File: src/rtl/count_seq_pkg.sv
// Shared types and defaults for the count sequencer: controller states,
// count direction and the default count width.
package count_seq_pkg;

    localparam int CNT_WIDTH = 16;

    typedef enum logic [1:0] {
        IDLE = 2'd0,
        RUN  = 2'd1,
        DONE = 2'd2
    } state_t;

    typedef enum logic {
        MODE_DOWN = 1'b0,
        MODE_UP   = 1'b1
    } mode_t;

endpackage

File: src/rtl/count_step_dp.sv
// Loadable up/down count register. Load wins over step; wrap flags a step
// that crosses the all-ones/zero boundary in the current direction.
module count_step_dp
    import count_seq_pkg::*;
#(
    parameter int WIDTH = CNT_WIDTH
) (
    input  logic             clk,
    input  logic             reset,
    input  logic             load,
    input  logic [WIDTH-1:0] load_val,
    input  logic             en,
    input  mode_t            mode,
    output logic [WIDTH-1:0] cnt,
    output logic             wrap
);

    localparam logic [WIDTH-1:0] ALL_ONES = '1;
    localparam logic [WIDTH-1:0] ONE      = WIDTH'(1);

    assign wrap = en && (((mode == MODE_UP)   && (cnt == ALL_ONES)) ||
                         ((mode == MODE_DOWN) && (cnt == '0)));

    // NOTE: sequential state uses non-blocking assignments so every register
    // samples pre-edge values regardless of block ordering.
    always_ff @(posedge clk) begin
        if (reset) begin
            cnt <= '0;
        end else if (load) begin
            cnt <= load_val;
        end else if (en) begin
            cnt <= (mode == MODE_UP) ? cnt + ONE : cnt - ONE;
        end
    end

endmodule

File: src/rtl/count_seq_ctrl.sv
// Command-driven counter: accepts {mode, start, len}, steps the count len
// times (pausable, abortable) and pulses done on completion.
module count_seq_ctrl
    import count_seq_pkg::*;
#(
    parameter int WIDTH = CNT_WIDTH
) (
    input  logic             clk,
    input  logic             reset,
    input  logic             cmd_valid,
    output logic             cmd_ready,
    input  logic             cmd_mode,
    input  logic [WIDTH-1:0] cmd_start,
    input  logic [WIDTH-1:0] cmd_len,
    input  logic             pause,
    input  logic             abort,
    output logic [WIDTH-1:0] cnt_out,
    output logic             busy,
    output logic             done,
    output logic             wrapped
);

    localparam logic [WIDTH-1:0] ONE = WIDTH'(1);

    state_t           state;
    mode_t            mode_q;
    logic [WIDTH-1:0] steps_left;
    logic             done_q;
    logic             wrapped_q;
    logic             accept;
    logic             step;
    logic             wrap_ind;

    // Abort blocks acceptance and overrides both pause and step completion.
    assign accept = cmd_valid && (state == IDLE) && !abort;
    assign step   = (state == RUN) && !abort && !pause;

    count_step_dp #(
        .WIDTH (WIDTH)
    ) u_dp (
        .clk      (clk),
        .reset    (reset),
        .load     (accept),
        .load_val (cmd_start),
        .en       (step),
        .mode     (mode_q),
        .cnt      (cnt_out),
        .wrap     (wrap_ind)
    );

    always_ff @(posedge clk) begin
        if (reset) begin
            state      <= IDLE;
            mode_q     <= MODE_UP;
            steps_left <= '0;
            done_q     <= 1'b0;
            wrapped_q  <= 1'b0;
        end else begin
            // NOTE: default-low here makes done a single-cycle pulse without
            // having to clear it on every other branch.
            done_q <= 1'b0;
            case (state)
                IDLE: begin
                    if (accept) begin
                        mode_q     <= mode_t'(cmd_mode);
                        steps_left <= cmd_len;
                        wrapped_q  <= 1'b0;
                        if (cmd_len == '0) begin
                            state  <= DONE;
                            done_q <= 1'b1;
                        end else begin
                            state <= RUN;
                        end
                    end
                end
                RUN: begin
                    if (abort) begin
                        state <= IDLE;
                    end else if (!pause) begin
                        steps_left <= steps_left - ONE;
                        if (wrap_ind) begin
                            wrapped_q <= 1'b1;
                        end
                        if (steps_left == ONE) begin
                            state  <= DONE;
                            done_q <= 1'b1;
                        end
                    end
                end
                DONE: begin
                    state <= IDLE;
                end
                default: begin
                    state <= IDLE;
                end
            endcase
        end
    end

    assign cmd_ready = (state == IDLE);
    assign busy      = (state != IDLE);
    assign done      = done_q;
    assign wrapped   = wrapped_q;

endmodule
File: config.mk
export PLATFORM = sky130hd
export DESIGN_NAME = count_seq_ctrl
export DESIGN_NICKNAME = d
export VERILOG_FILES = /design/src/rtl/count_seq_pkg.sv /design/src/rtl/count_step_dp.sv /design/src/rtl/count_seq_ctrl.sv
export SDC_FILE = /design/constraint.sdc
export NUM_CORES = 1
export LEC_CHECK = 0
export ABC_CLOCK_PERIOD_IN_PS = 3100
export CAP_MARGIN = 20
export CORE_MARGIN = 2
export CORE_UTILIZATION = 24
export DETAILED_ROUTE_END_ITERATION = 10
export PLACE_DENSITY_LB_ADDON = 0.25
export SLEW_MARGIN = 20
export SYNTH_ARGS = -nofsm -noshare
export SYNTH_HDL_FRONTEND = slang
export SYNTH_HIERARCHICAL = 1
export SYNTH_SLANG_ARGS = --single-unit
File: constraint.sdc
create_clock -name clk -period 3.1 [get_ports clk]
set_input_delay 0.62 -clock clk [delete_from_list [all_inputs] [get_ports clk]]
set_output_delay 0.62 -clock clk [all_outputs]
set_load 0.1 [all_outputs]
==> flow_metrics.py <==
metrics = {
    "run_status": {
        "status": "complete, no violations",
    },
    "sta": {
        "whs_ns": 0.467,
        "hold_viol": 0,
        "fin_ws_ns": 0.410,
        "maxSlewHeadroom_pct": 39.6,
        "skew_ns": 0.00649,
        "max_slew.worst_pin.slew_ns": 0.896,
        "setup-tns-final_ns": 0,
        "finalMaxSlewViolations": 0,
        "fmax_ghz": 0.372,
        "period_minus_slack_ns": 2.69,
        "period_share_pct": 86.8,
        "setup-violations-final": 0,
        "grt_setup_unrepaired": "no",
    },
    "clock_network": {
        "htree_levels": 2,
        "holdBufCountCts": 0,
        "post_cts_resized": 0,
        "root_buffer": "clkbuf_16",
        "cts_tree": "yes",
        "cts_sinks": 37,
        "post_cts_buffers": 0,
        "clock_latency_ns": 0.28,
        "numCtsBuffers": 5,
        "cts_buffer_depth": 2,
        "path_clk_slew_ns": 0.06,
    },
    "cells_and_area": {
        "n_antenna_cell": 0,
        "drive_gt1_share_pct": 10.8,
        "mostFrequentLayoutCells": "a21oi_1, dfxtp_1, clkdlybuf4s50_1",
        "final_cells": 582,
        "nets": 489,
        "final_cell_area_um2": 3730,
        "areaGrowthSynthToFinish_pct": 29.2,
        "post-route-util_pct": 31.4,
        "final_common_cell": "a21oi_1",
        "fillers": 1262,
    },
    "worst_setup_path": {
        "cp_max_fo": 14,
        "rr_startpoint": "mode_q$_SDFFE_PP1P_",
        "critPathCapture": "u_dp/cnt[11]$_SDFFE_PP0P_",
        "cp.required_ns": 3.26,
        "slowest_stage": "o41ai_2",
        "cp_top_family": "compound AO/OA/AOI/OAI gates",
        "path_depth": 8,
        "critPathLaunch": "mode_q$_SDFFE_PP1P_",
        "crit_chain": "inv_1 > ha_1 > o21ai_0 > nor2_1 > o41ai_2 > o221ai_1 > xnor2_1 > o22ai_1",
        "critPathArrivalTime_ns": 2.85,
        "critPathKind": "reg -> reg",
        "reg2reg_slack_ns": 0.41,
        "r2r-end": "u_dp/cnt[11]$_SDFFE_PP0P_",
        "worstSetupStartpointType": "register",
        "reg2reg_depth": 8,
        "crit_buf_inv": 1,
        "max_stage_delay_ns": 0.57,
        "end_kind": "register",
    },
    "job": {
        "maxCapViolCount": 0,
    },
    "synth": {
        "synthesis.yosys.warnings": 6,
        "dominantRegCellSynth": "dfxtp_1",
        "synth_edf_count": 0,
        "yosysTopAreaCell": "dfxtp_1",
        "synth_cell_type_count": 57,
        "synth_top_area_share_pct": 25.7,
        "async_flop_share_pct": 0,
        "yosys-top-cells-area": "dfxtp_1, ha_1, a21oi_1",
        "syn_inst": 382,
        "seq_area_frac_synth_pct": 25.7,
        "avgSynthCellArea_um2": 7.56,
        "postSynthNetCount": 437,
        "synth-seq-cells": 37,
        "syn_area_um2": 2890,
    },
    "grt": {
        "grt_pass1_wl_um": 15000,
        "grt_overflow_total": 0,
        "grt_max_degree": 25,
        "grt_pass1_vias": 2984,
        "grt_usage_pct": 14.3,
        "antenna_found_initial": 0,
    },
    "routing": {
        "vias": 3152,
        "drt-vias-per-instance": 5.42,
        "wl_um": 9210,
        "ant_nets": 0,
        "wl_per_cell_um": 15.8,
        "drtPass1Iterations": 4,
        "drt-initial-drc-count": 86,
        "drc": 0,
    },
    "place": {
        "port_buffers": 57,
        "dpl.cell_count": 574,
        "dp_slack_ns": 0.504,
        "dp_hpwl_um": 7080,
        "place_area_um2": 3590,
        "gp_congestion": 0.871,
    },
    "hold_path": {
        "worstHoldPathCells": 2,
        "min_path_type": "reg -> reg",
    },
    "floorplan": {
        "dieArea_um2": 12900,
        "rows": 40,
        "core_um2": 11900,
        "die_x_um": 114,
        "io-pin-count": 58,
        "die_y_um": 114,
        "floorplan.initialDensity_pct": 24.3,
    },
    "power_and_ir_drop": {
        "total_power_mw": 1.55,
        "power_density_nw_per_um2": 416,
        "p_leak_nw": 1.36,
        "ir_drop_mv": 0.215,
    },
}
power breakdown:
group,total [mW],internal (mW),switching [mW]
Sequential,0.551,0.506,0.0451
Clock,0.499,0.300,0.200
Combinational,0.501,0.189,0.312
Total,1.55,0.995,0.557
routing by layer:
metal  wire length [um]  GRT usage (%)  vias to the layer above
li1                   -              -                     1553
met1               4310           19.5                     1477
met2               4230           23.6                      111
met3                525           2.23                       11
met4                139           4.07                        0
met5                  0              0                        -
cell families (layout without fill, tap and decap cells):
group / count (synthesis) / in the layout / synth area share [%]
AND/OR/NAND/NOR: 143 / 143 / 26.7
AO/OA/AOI/OAI: 125 / 125 / 28.1
buffers and inverters: 40 / 93 / 5.33
flip-flops: 37 / 37 / 25.7
adder cells (fa/ha/maj): 17 / 17 / 7.63
XOR/XNOR: 11 / 11 / 3.34
multiplexers: 9 / 9 / 3.16
worst min-delay path by stage:
stage / start / to / slack [ns]
3_3_place_gp: wrapped$_SDFFE_PP0P_ / wrapped$_SDFFE_PP0P_ / 0.46
4_1_cts: wrapped$_SDFFE_PP0P_ / wrapped$_SDFFE_PP0P_ / 0.48
6_report: wrapped$_SDFFE_PP0P_ / wrapped$_SDFFE_PP0P_ / 0.47
2_1_floorplan: steps_left[1]$_SDFFE_PP0P_ / steps_left[1]$_SDFFE_PP0P_ / 0.46
3_5_place_dp: wrapped$_SDFFE_PP0P_ / wrapped$_SDFFE_PP0P_ / 0.47
5_1_grt: wrapped$_SDFFE_PP0P_ / wrapped$_SDFFE_PP0P_ / 0.50
state kept, by name, summed over array words and instances (netlist names):
| signal | count |
|---|---|
| done | 1 |
| mode_q | 1 |
| state | 2 |
| steps_left | 16 |
| u_dp/cnt | 16 |
| wrapped | 1 |
worst reg2reg max path: stages (launching register included):
cell      delay, ns
dfxtp_1        0.31
inv_1          0.39
ha_1           0.36
o21ai_0        0.30
nor2_1         0.09
o41ai_2        0.57
o221ai_1       0.27
xnor2_1        0.19
o22ai_1        0.09
final cells by class:
type / count / area (um2) / share of cell area [%]
repair buffers: 68 / 603 / 16.2
inverters: 17 / 63.8 / 1.71
well taps: 147 / 184 / 4.93
flip-flops and latches: 37 / 741 / 19.9
multi-input cells: 305 / 2000 / 53.7
clock buffers: 8 / 136 / 3.66
cell usage after synthesis (all sizes together) (5+ instances only):
cell type	count
nor3	8
o22ai	8
nor2b	8
ha	16
nand4	11
nor2	29
a221oi	5
nor4	14
xnor2	9
or3	5
mux2i	8
o21ai	28
nor3b	12
nand2	25
dfxtp	37
a31oi	5
nand3	12
a211oi	8
inv	16
and2	5
a21oi	39
clkbuf	19
(Power assumes the default switching activity.)
